==> src/rtl/temporal_pkg.sv <==
// Shared types and width helpers for the temporal LE comparator array.
package temporal_pkg;

  typedef enum logic [1:0] {
    ARMED   = 2'd0,
    FIRE    = 2'd1,
    BLOCKED = 2'd2,
    DONE    = 2'd3
  } chan_state_t;

  localparam int PULSE_MODE_LEVEL = 0;
  localparam int PULSE_MODE_PULSE = 1;

  function automatic int slot_w(input int gcw);
    return $clog2(gcw);
  endfunction

  function automatic int cnt_w(input int pw);
    return $clog2(pw + 1);
  endfunction

endpackage

==> src/rtl/temporal_le_array_if.sv <==
// Event and timebase bundle for temporal_le_array.
interface temporal_le_array_if
  import temporal_pkg::*;
#(
  parameter int N_CH              = 4,
  parameter int GAMMA_CYCLE_WIDTH = 16
) ();

  localparam int SW = slot_w(GAMMA_CYCLE_WIDTH);

  logic            gamma_sync;
  logic [N_CH-1:0] a;
  logic [N_CH-1:0] b;
  logic [N_CH-1:0] q;
  logic [SW-1:0]   gamma_slot;
  logic            gamma_last;

  modport master (
    output gamma_sync, a, b,
    input  q, gamma_slot, gamma_last
  );

  modport slave (
    input  gamma_sync, a, b,
    output q, gamma_slot, gamma_last
  );

endinterface

==> src/rtl/temporal_le_chan.sv <==
// One race-logic LE channel: edge detect, FSM, pulse counter.
// TEMPORAL_LE_STRICT_LT_EN turns ties into blocks (strict less-than).
module temporal_le_chan
  import temporal_pkg::*;
#(
  parameter int PULSE_WIDTH = 8,
  parameter int PULSE_MODE  = 0
) (
  input  logic clk,
  input  logic rst,
  input  logic i_clear,
  input  logic i_a,
  input  logic i_b,
  output logic o_q
);

  localparam int CW = cnt_w(PULSE_WIDTH);
  localparam logic [CW-1:0] PW_M1 = CW'(PULSE_WIDTH - 1);

  chan_state_t   r_state;
  logic [CW-1:0] r_cnt;
  logic          r_q;
  logic          r_a_prev;
  logic          r_b_prev;
  logic          r_live;
  logic          w_ev_a;
  logic          w_ev_b;
  logic          w_win;

  // r_live masks the first edge after reset so a level held
  // through reset is not mistaken for a fresh event.
  always_ff @(posedge clk or posedge rst) begin
    if (rst) begin
      r_a_prev <= 1'b0;
      r_b_prev <= 1'b0;
      r_live   <= 1'b0;
    end else begin
      r_a_prev <= i_a;
      r_b_prev <= i_b;
      r_live   <= 1'b1;
    end
  end

  assign w_ev_a = r_live & i_a & ~r_a_prev;
  assign w_ev_b = r_live & i_b & ~r_b_prev;

`ifdef TEMPORAL_LE_STRICT_LT_EN
  assign w_win = w_ev_a & ~w_ev_b;
`else
  assign w_win = w_ev_a;
`endif

  always_ff @(posedge clk or posedge rst) begin
    if (rst) begin
      r_state <= ARMED;
      r_cnt   <= '0;
      r_q     <= 1'b0;
    end else if (i_clear) begin
      r_state <= ARMED;
      r_cnt   <= '0;
      r_q     <= 1'b0;
    end else begin
      unique case (r_state)
        ARMED: begin
          if (w_win) begin
            r_state <= FIRE;
            r_q     <= 1'b1;
            r_cnt   <= PW_M1;
          end else if (w_ev_b) begin
            r_state <= BLOCKED;
          end
        end
        FIRE: begin
          if (PULSE_MODE == PULSE_MODE_LEVEL) begin
            r_state <= DONE;
          end else if (r_cnt == '0) begin
            r_q     <= 1'b0;
            r_state <= DONE;
          end else begin
            r_cnt <= r_cnt - 1'b1;
          end
        end
        default: ;
      endcase
    end
  end

  assign o_q = r_q;

endmodule

==> src/rtl/temporal_le_array.sv <==
// N-channel clocked race-logic LE array with gamma timebase.
// TEMPORAL_LE_STRICT_LT_EN selects strict less-than tie handling.
module temporal_le_array
  import temporal_pkg::*;
#(
  parameter int N_CH              = 4,
  parameter int GAMMA_CYCLE_WIDTH = 16,
  parameter int PULSE_WIDTH       = 8,
  parameter int PULSE_MODE        = 0
) (
  input logic                clk,
  input logic                rst,
  temporal_le_array_if.slave bus
);

  localparam int SW = slot_w(GAMMA_CYCLE_WIDTH);
  localparam logic [SW-1:0] LAST = SW'(GAMMA_CYCLE_WIDTH - 1);

  logic [SW-1:0]   r_slot;
  logic            w_last;
  logic            w_clear;
  logic [N_CH-1:0] w_q;

  always_ff @(posedge clk or posedge rst) begin
    if (rst) begin
      r_slot <= '0;
    end else if (bus.gamma_sync || w_last) begin
      r_slot <= '0;
    end else begin
      r_slot <= r_slot + 1'b1;
    end
  end

  assign w_last  = (r_slot == LAST);
  assign w_clear = w_last | bus.gamma_sync;

  for (genvar i = 0; i < N_CH; i++) begin : g_ch
    temporal_le_chan #(
      .PULSE_WIDTH (PULSE_WIDTH),
      .PULSE_MODE  (PULSE_MODE)
    ) u_chan (
      .clk     (clk),
      .rst     (rst),
      .i_clear (w_clear),
      .i_a     (bus.a[i]),
      .i_b     (bus.b[i]),
      .o_q     (w_q[i])
    );
  end

  // Reset slot masks q; state itself clears on the edge ending it.
  assign bus.q          = w_q & ~{N_CH{w_last}};
  assign bus.gamma_slot = r_slot;
  assign bus.gamma_last = w_last;

endmodule
==> src/flat_wrapper.sv <==
// flat-port wrapper written by rule: the top's interface ports become plain ports
module temporal_le_array_flat import temporal_pkg::*;
#(
  parameter int N_CH              = 4,
  parameter int GAMMA_CYCLE_WIDTH = 16,
  parameter int PULSE_WIDTH       = 8,
  parameter int PULSE_MODE        = 0
)
  (clk, rst, bus_gamma_sync, bus_a, bus_b, bus_q, bus_gamma_slot, bus_gamma_last);
  temporal_le_array_if #(.N_CH(N_CH), .GAMMA_CYCLE_WIDTH(GAMMA_CYCLE_WIDTH)) bus_i ();
  input logic clk;
  input logic rst;
  input wire logic [$bits(bus_i.gamma_sync)-1:0] bus_gamma_sync;
  input wire logic [$bits(bus_i.a)-1:0] bus_a;
  input wire logic [$bits(bus_i.b)-1:0] bus_b;
  output wire logic [$bits(bus_i.q)-1:0] bus_q;
  output wire logic [$bits(bus_i.gamma_slot)-1:0] bus_gamma_slot;
  output wire logic [$bits(bus_i.gamma_last)-1:0] bus_gamma_last;
  assign bus_i.gamma_sync = bus_gamma_sync;
  assign bus_i.a = bus_a;
  assign bus_i.b = bus_b;
  assign bus_q = bus_i.q;
  assign bus_gamma_slot = bus_i.gamma_slot;
  assign bus_gamma_last = bus_i.gamma_last;
  temporal_le_array #(.N_CH(N_CH), .GAMMA_CYCLE_WIDTH(GAMMA_CYCLE_WIDTH), .PULSE_WIDTH(PULSE_WIDTH), .PULSE_MODE(PULSE_MODE)) u_core (.clk(clk), .rst(rst), .bus(bus_i));
endmodule
==> config.mk <==
export PLATFORM = sky130hd
export DESIGN_NAME = temporal_le_array_flat
export DESIGN_NICKNAME = d
export VERILOG_FILES = /design/src/rtl/temporal_pkg.sv /design/src/rtl/temporal_le_array_if.sv /design/src/rtl/temporal_le_chan.sv /design/src/rtl/temporal_le_array.sv /design/src/flat_wrapper.sv
export SDC_FILE = /design/constraint.sdc
export NUM_CORES = 1
export LEC_CHECK = 0
export ABC_AREA = 1
export BUFFER_PORTS_ARGS = -buffer_cell sky130_fd_sc_hd__buf_2
export CORE_ASPECT_RATIO = 1.75
export CORE_MARGIN = 1.5
export CORE_UTILIZATION = 50
export CTS_CLUSTER_DIAMETER = 40
export CTS_CLUSTER_SIZE = 10
export DETAILED_ROUTE_END_ITERATION = 10
export PLACE_DENSITY = 0.76
export SETUP_SLACK_MARGIN = 0.2
export SLEW_MARGIN = 20
export SYNTH_ARGS = -nofsm -noshare
export SYNTH_HDL_FRONTEND = slang
export SYNTH_HIERARCHICAL = 1
export SYNTH_SLANG_ARGS = --single-unit
==> constraint.sdc <==
create_clock -name clk -period 1.32 [get_ports clk]
set_clock_uncertainty 0.1 [all_clocks]
set_input_delay 0.264 -clock clk [delete_from_list [all_inputs] [get_ports clk]]
set_output_delay 0.264 -clock clk [all_outputs]
set_load 0.02 [all_outputs]
==> impl_metrics.env, run 1 <==
export IMPL_track_usage=0.200
export IMPL_critPathMaxStageDelay_ps=440
export IMPL_port_buffers=19
export IMPL_cts_tree="done"
export IMPL_crit_chain="ha_4 > nand3_4 > nand2_2 > inv_2 > buf_6"
export IMPL_dp_cells=191
export IMPL_fin_ws_ps=-251
export IMPL_netlist_area_um2=1310
export IMPL_insertion_delay_ps=260
export IMPL_antenna_left=0
export IMPL_syn_area_per_cell_um2=9.30
export IMPL_cts_buffers=3
export IMPL_fin_crit_sh=1.19
export IMPL_ios=20
export IMPL_first_pass_iters=4
export IMPL_violations="setup timing"
export IMPL_rows=24
export IMPL_synth_cells=141
export IMPL_gp_congestion=0.759
export IMPL_grt_pass1_vias=1175
export IMPL_finalSetupViolations=25
export IMPL_power_density_nw_per_um2=1010
export IMPL_clock_fmax_mhz=637
export IMPL_fin_crit_ps=1570
export IMPL_end_kind="output port"
export IMPL_grt_max_degree=16
export IMPL_hold_viol=0
export IMPL_arrival_ps=1210
export IMPL_h_tree_depth=1
export IMPL_nets=195
export IMPL_cts_buffer_depth=2
export IMPL_seqCellArea_um2=703
export IMPL_leakagePower_nw=0.940
export IMPL_dieArea_um2=2950
export IMPL_n_fill_cell=184
export IMPL_seq_area_frac_synth=0.534
export IMPL_die_y_um=70.7
export IMPL_min_from="bus_b[3]"
export IMPL_slew_violations=0
export IMPL_drt_total_wl_um=2730
export IMPL_crit_start="u_core/bus.gamma_slot[0]$_DFF_PP0_"
export IMPL_hpwlAfterDp_um=1860
export IMPL_drive_gt1_frac=0.434
export IMPL_core_um2=2490
export IMPL_initial_utilization=0.526
export IMPL_multi_input_area_um2=548
export IMPL_whs_path_depth=1
export IMPL_antenna_found_initial=0
export IMPL_clk_transition_reported_paths_ps=90
export IMPL_r2r_end="u_core/g_ch[0].u_chan/r_state[0]$_DFFE_PP0P_"
export IMPL_wire_per_inst_um=13.1
export IMPL_fin_util=0.710
export IMPL_irDropWorstVdd_mv=0.909
export IMPL_first_iter_violations=20
export IMPL_cp_start_kind="register"
export IMPL_layoutNonFillerInstCount=208
export IMPL_critPathMaxFanout=6
export IMPL_overflow=0
export IMPL_critPathSlowestCell="dfrtp_2"
export IMPL_cts_root_buffer="clkbuf_8"
export IMPL_final_area_um2=1770
export IMPL_synthDistinctLibCells=19
export IMPL_synth_seq_cells=28
export IMPL_syn_nets=153
export IMPL_via_per_inst=5.11
export IMPL_dr_total_vias=1063
export IMPL_status="finished with violations"
export IMPL_n_antenna_cell=0
export IMPL_reg2reg_depth=8
export IMPL_cts_sinks=28
export IMPL_grt_pass1_wl_um=4610
export IMPL_reg2reg_setup_slack_ps=-200
export IMPL_finalPower_mw=1.79
export IMPL_placed_area_um2=1500
export IMPL_hold_path_class="input port to register"
export IMPL_die_w_um=41.7
export IMPL_required_ps=960
export IMPL_rsz0062_at_grt="yes"
export IMPL_drc=0
export IMPL_max_cap_viol_count=0
export IMPL_hold_end="u_core/g_ch[3].u_chan/r_b_prev$_DFF_PP0_"
export IMPL_path_class="register to output port"
export IMPL_reg2reg_from="u_core/bus.gamma_slot[0]$_DFF_PP0_"
export IMPL_yosys_warnings=6
export IMPL_synthToLayoutAreaGrowth_pct=35.0
## state kept, by name, indices dropped and copies added (netlist names)
register                     flops
u_core/bus.gamma_slot            4
u_core/g_ch.u_chan/r_a_prev      4
u_core/g_ch.u_chan/o_q           4
u_core/g_ch.u_chan/r_b_prev      4
u_core/g_ch.u_chan/r_state       8
u_core/g_ch.u_chan/r_live        4
## worst max-delay path, delay by kind of cell, from the launching register on
kind | cells | cell delay (ps)
AND/OR/NAND/NOR | 2 | 160
adder cells (fa/ha/maj) | 1 | 180
buffers and inverters | 2 | 150
flip-flops | 1 | 440
## area by class of cell
cell class | count | share of cell area
clock buffers | 4 | 0.0311
well taps | 26 | 0.0184
flip-flops and latches | 28 | 0.397
inverters | 33 | 0.0700
multi-input cells | 82 | 0.310
repair buffers | 35 | 0.174
## timing repair
action	4_1_cts	5_1_grt
gates cloned	2	0
pin swaps	3	3
setup endpoints to repair	25	25
buffers inserted	6	4
hold endpoints to repair	28	0
hold buffers	1	0
gates resized for setup	27	5
## how the worst max path moves through the flow
stage	to	slack [ps]	depth (start not counted)
6_report	bus_q[1]	-250	5
5_1_grt	bus_q[0]	-310	5
4_1_cts	bus_q[1]	-250	5
3_5_place_dp	u_core/g_ch[0].u_chan/r_state[0]$_DFFE_PP0P_	-40	7
3_3_place_gp	bus_q[1]	-20	5
2_1_floorplan	u_core/g_ch[0].u_chan/o_q$_DFFE_PP0P_	-60	5
## synthesized netlist by cell type (all sizes together)
cell type | number | share of area
ha | 1 | 0.0095
inv | 33 | 0.094
dfrtp | 28 | 0.53
nand4 | 1 | 0.0048
conb | 4 | 0.011
nor2 | 8 | 0.048
a22o | 4 | 0.027
nand3 | 18 | 0.11
xnor2 | 1 | 0.0067
nand3b | 4 | 0.023
a21oi | 8 | 0.031
nand2 | 31 | 0.10
## metrics by stage
step                      setup TNS [ps]  worst slack [ps]  hold WS (ps)
after detailed placement            -296             -45.0           123
after global routing               -5440              -310          9.35
after floorplan                     -617             -60.3         -70.1
after global placement             -29.6             -23.4           120
final                              -3790              -251          15.3
after CTS                          -3230              -245          7.95
## report_power, final
group          total [mW]  leakage (nW)  internal [mW]  switching (mW)
clock network       0.502        0.0288          0.266           0.236
registers           0.951         0.347          0.911          0.0401
logic               0.338         0.565          0.155           0.183
total                1.79         0.940           1.33           0.459
## logic make-up after synthesis
logic type      synth area share
flops                      0.534
other cells               0.0114
compound gates            0.0573
fa+ha+maj                0.00954
simple gates               0.286
xor+xnor                 0.00668
buf+inv                   0.0945
## routing by layer
metal	track usage	up-vias	share of wire
met2	0.394	31	0.60
met3	0.0230	4	0.028
met1	0.197	515	0.35
met4	0.0932	0	0.015
li1	-	513	-
met5	0	-	0
## placed cells by master, fill, tap and decap left out, drive strengths merged
master / count
nand3b: 4
inv: 33
ha: 1
a21oi: 8
nand4: 1
nand3: 18
conb: 4
dfrtp: 28
nor2: 8
buf: 34
nand2: 33
clkbuf: 4
a22o: 4
xnor2: 1
dlygate4sd3: 1
No activity file was read; power rests on OpenSTA's default activity.
==> run 2: changes to the inputs <==
CELL_PAD_IN_SITES_DETAIL_PLACEMENT = 0   (was default)
CELL_PAD_IN_SITES_GLOBAL_PLACEMENT = 2   (was default)
CORE_UTILIZATION = 31   (was 50)
==> impl_metrics.env, run 2 (synthesis gave the netlist of run 1 again) <==
export IMPL_cp_start_kind="register"
export IMPL_grt_pass1_vias=1026
export IMPL_cts_buffer_depth=2
export IMPL_fin_crit_sh=1.17
export IMPL_reg2reg_setup_slack_ps=-180
export IMPL_min_from="bus_b[2]"
export IMPL_finalSetupViolations=23
export IMPL_via_per_inst=4.42
export IMPL_top_register="u_core/g_ch.u_chan/r_state"
export IMPL_layout_common_cells="dfrtp_1 (26), nand2_1 (23), inv_1 (21)"
export IMPL_antenna_left=0
export IMPL_dr_total_vias=1000
export IMPL_switchingPower_mw=0.471
export IMPL_max_cap_viol_count=0
export IMPL_synthToLayoutAreaGrowth_pct=32.2
export IMPL_initial_utilization=0.319
export IMPL_fin_util=0.421
export IMPL_hpwlAfterDp_um=1930
export IMPL_p_clk_frac=0.296
export IMPL_cts_sinks=28
export IMPL_clk_transition_reported_paths_ps=90
export IMPL_cts_root_buffer="clkbuf_8"
export IMPL_violations="setup timing"
export IMPL_hold_viol=0
export IMPL_wire_per_inst_um=11.2
export IMPL_hold_path_class="input port to register"
export IMPL_gp_congestion=0.805
export IMPL_fin_ws_ps=-230
export IMPL_required_ps=960
export IMPL_critPathMaxFanout=6
export IMPL_whs_path_depth=1
export IMPL_final_common_cell="dfrtp_1"
export IMPL_track_usage=0.122
export IMPL_first_iter_violations=7
export IMPL_rows=31
export IMPL_power_frac_seq=0.532
export IMPL_cts_buffers=3
export IMPL_fin_crit_ps=1550
export IMPL_placed_area_um2=1520
export IMPL_grt_pass1_wl_um=4230
export IMPL_h_tree_depth=1
export IMPL_leakagePower_nw=0.908
export IMPL_dieArea_um2=4640
export IMPL_n_antenna_cell=0
export IMPL_antenna_found_initial=0
export IMPL_irDropWorstVdd_mv=0.667
export IMPL_overflow=0
export IMPL_ios=20
export IMPL_cts_tree="done"
export IMPL_rsz0062_at_grt="yes"
export IMPL_slew_violations=0
export IMPL_drt_total_wl_um=2530
export IMPL_first_pass_iters=4
export IMPL_reg2reg_depth=8
export IMPL_arrival_ps=1190
export IMPL_hold_end="u_core/g_ch[2].u_chan/r_b_prev$_DFF_PP0_"
export IMPL_die_y_um=89.0
export IMPL_r2r_end="u_core/g_ch[2].u_chan/r_state[0]$_DFFE_PP0P_"
export IMPL_nets=190
export IMPL_status="finished with violations"
export IMPL_core_um2=4110
export IMPL_reg2reg_from="u_core/bus.gamma_slot[1]$_DFF_PP0_"
export IMPL_internal_power_mw=1.31
export IMPL_final_area_um2=1730
export IMPL_place_ws_ps=-60.5
export IMPL_die_w_um=52.2
export IMPL_dp_cells=213
export IMPL_grt_max_degree=16
export IMPL_largest_reg_flops=8
export IMPL_pwr_share_comb=0.172
export IMPL_clock_fmax_mhz=645
export IMPL_drc=0
export IMPL_finalPower_mw=1.78
export IMPL_insertion_delay_ps=270
export IMPL_end_kind="output port"
export IMPL_path_class="register to output port"
export IMPL_switching_share=0.264
export IMPL_power_density_nw_per_um2=1030
export IMPL_drive_gt1_frac=0.412
export IMPL_port_buffers=19
export IMPL_layoutNonFillerInstCount=226
## run 2: cell count changes in the layout (fill, tap and decap cells not counted)
cell | before | now
buf_4 | 6 | 8
nand2_1 | 22 | 23
buf_6 | 18 | 11
nand2_2 | 8 | 7
## run 2: area by class of cell
cell class / count / area (µm²)
Fill cell: 433 / 2380
Sequential cell: 28 / 703
Multi-Input combinational cell: 82 / 546
Timing Repair Buffer: 30 / 244
Inverter: 33 / 124
Tap cell: 49 / 61.3
Clock buffer: 4 / 55.1
## run 2: metrics by stage
stage | setup TNS (ps) | hold slack, ps
floorplan | -617 | -70.1
global placement | -168 | 112
detailed placement | -454 | 113
CTS | -3040 | 3.48
global route | -4420 | 1.42
finish | -2960 | 12.2
## run 2: repair_timing
action | 4_1_cts | 5_1_grt
hold endpoints to repair | 28 | 0
buffers inserted | 5 | 1
pin swaps | 3 | 1
endpoints found under the setup margin | 24 | 25
gates resized for setup | 21 | 3
gates cloned | 2 | 0
hold buffers | 1 | 0
## run 2: how the worst max path moves through the flow
stage | startpoint | endpoint | cells after the start
after floorplan | u_core/bus.gamma_slot[0]$_DFF_PP0_ | u_core/g_ch[0].u_chan/o_q$_DFFE_PP0P_ | 5
after global placement | u_core/bus.gamma_slot[1]$_DFF_PP0_ | u_core/g_ch[0].u_chan/r_state[0]$_DFFE_PP0P_ | 7
after detailed placement | u_core/bus.gamma_slot[1]$_DFF_PP0_ | u_core/g_ch[1].u_chan/r_state[0]$_DFFE_PP0P_ | 7
after CTS | u_core/bus.gamma_slot[0]$_DFF_PP0_ | bus_q[3] | 5
after global routing | u_core/bus.gamma_slot[1]$_DFF_PP0_ | bus_q[0] | 5
final | u_core/bus.gamma_slot[1]$_DFF_PP0_ | bus_q[0] | 5
## run 2: power by group through the flow
stage / logic [mW] / registers [mW] / clock network [mW]
floorplan: 0.174 / 0.972 / 0
global placement: 0.259 / 0.963 / 0
detailed placement: 0.266 / 0.966 / 0
CTS: 0.309 / 0.949 / 0.556
global route: 0.342 / 0.956 / 0.576
finish: 0.307 / 0.948 / 0.528
## run 2: worst max-delay path: stages (launching register included)
cell and delay, ps:
dfrtp_2 430, ha_4 170, nand3_4 90, nand2_1 70, inv_2 50, buf_6 100
## run 2: layer usage
metal / GRT usage / wire length [µm]
met1: 0.126 / 997
met2: 0.235 / 1450
met3: 0.0201 / 68
met4: 0.0490 / 23
met5: 0 / 0
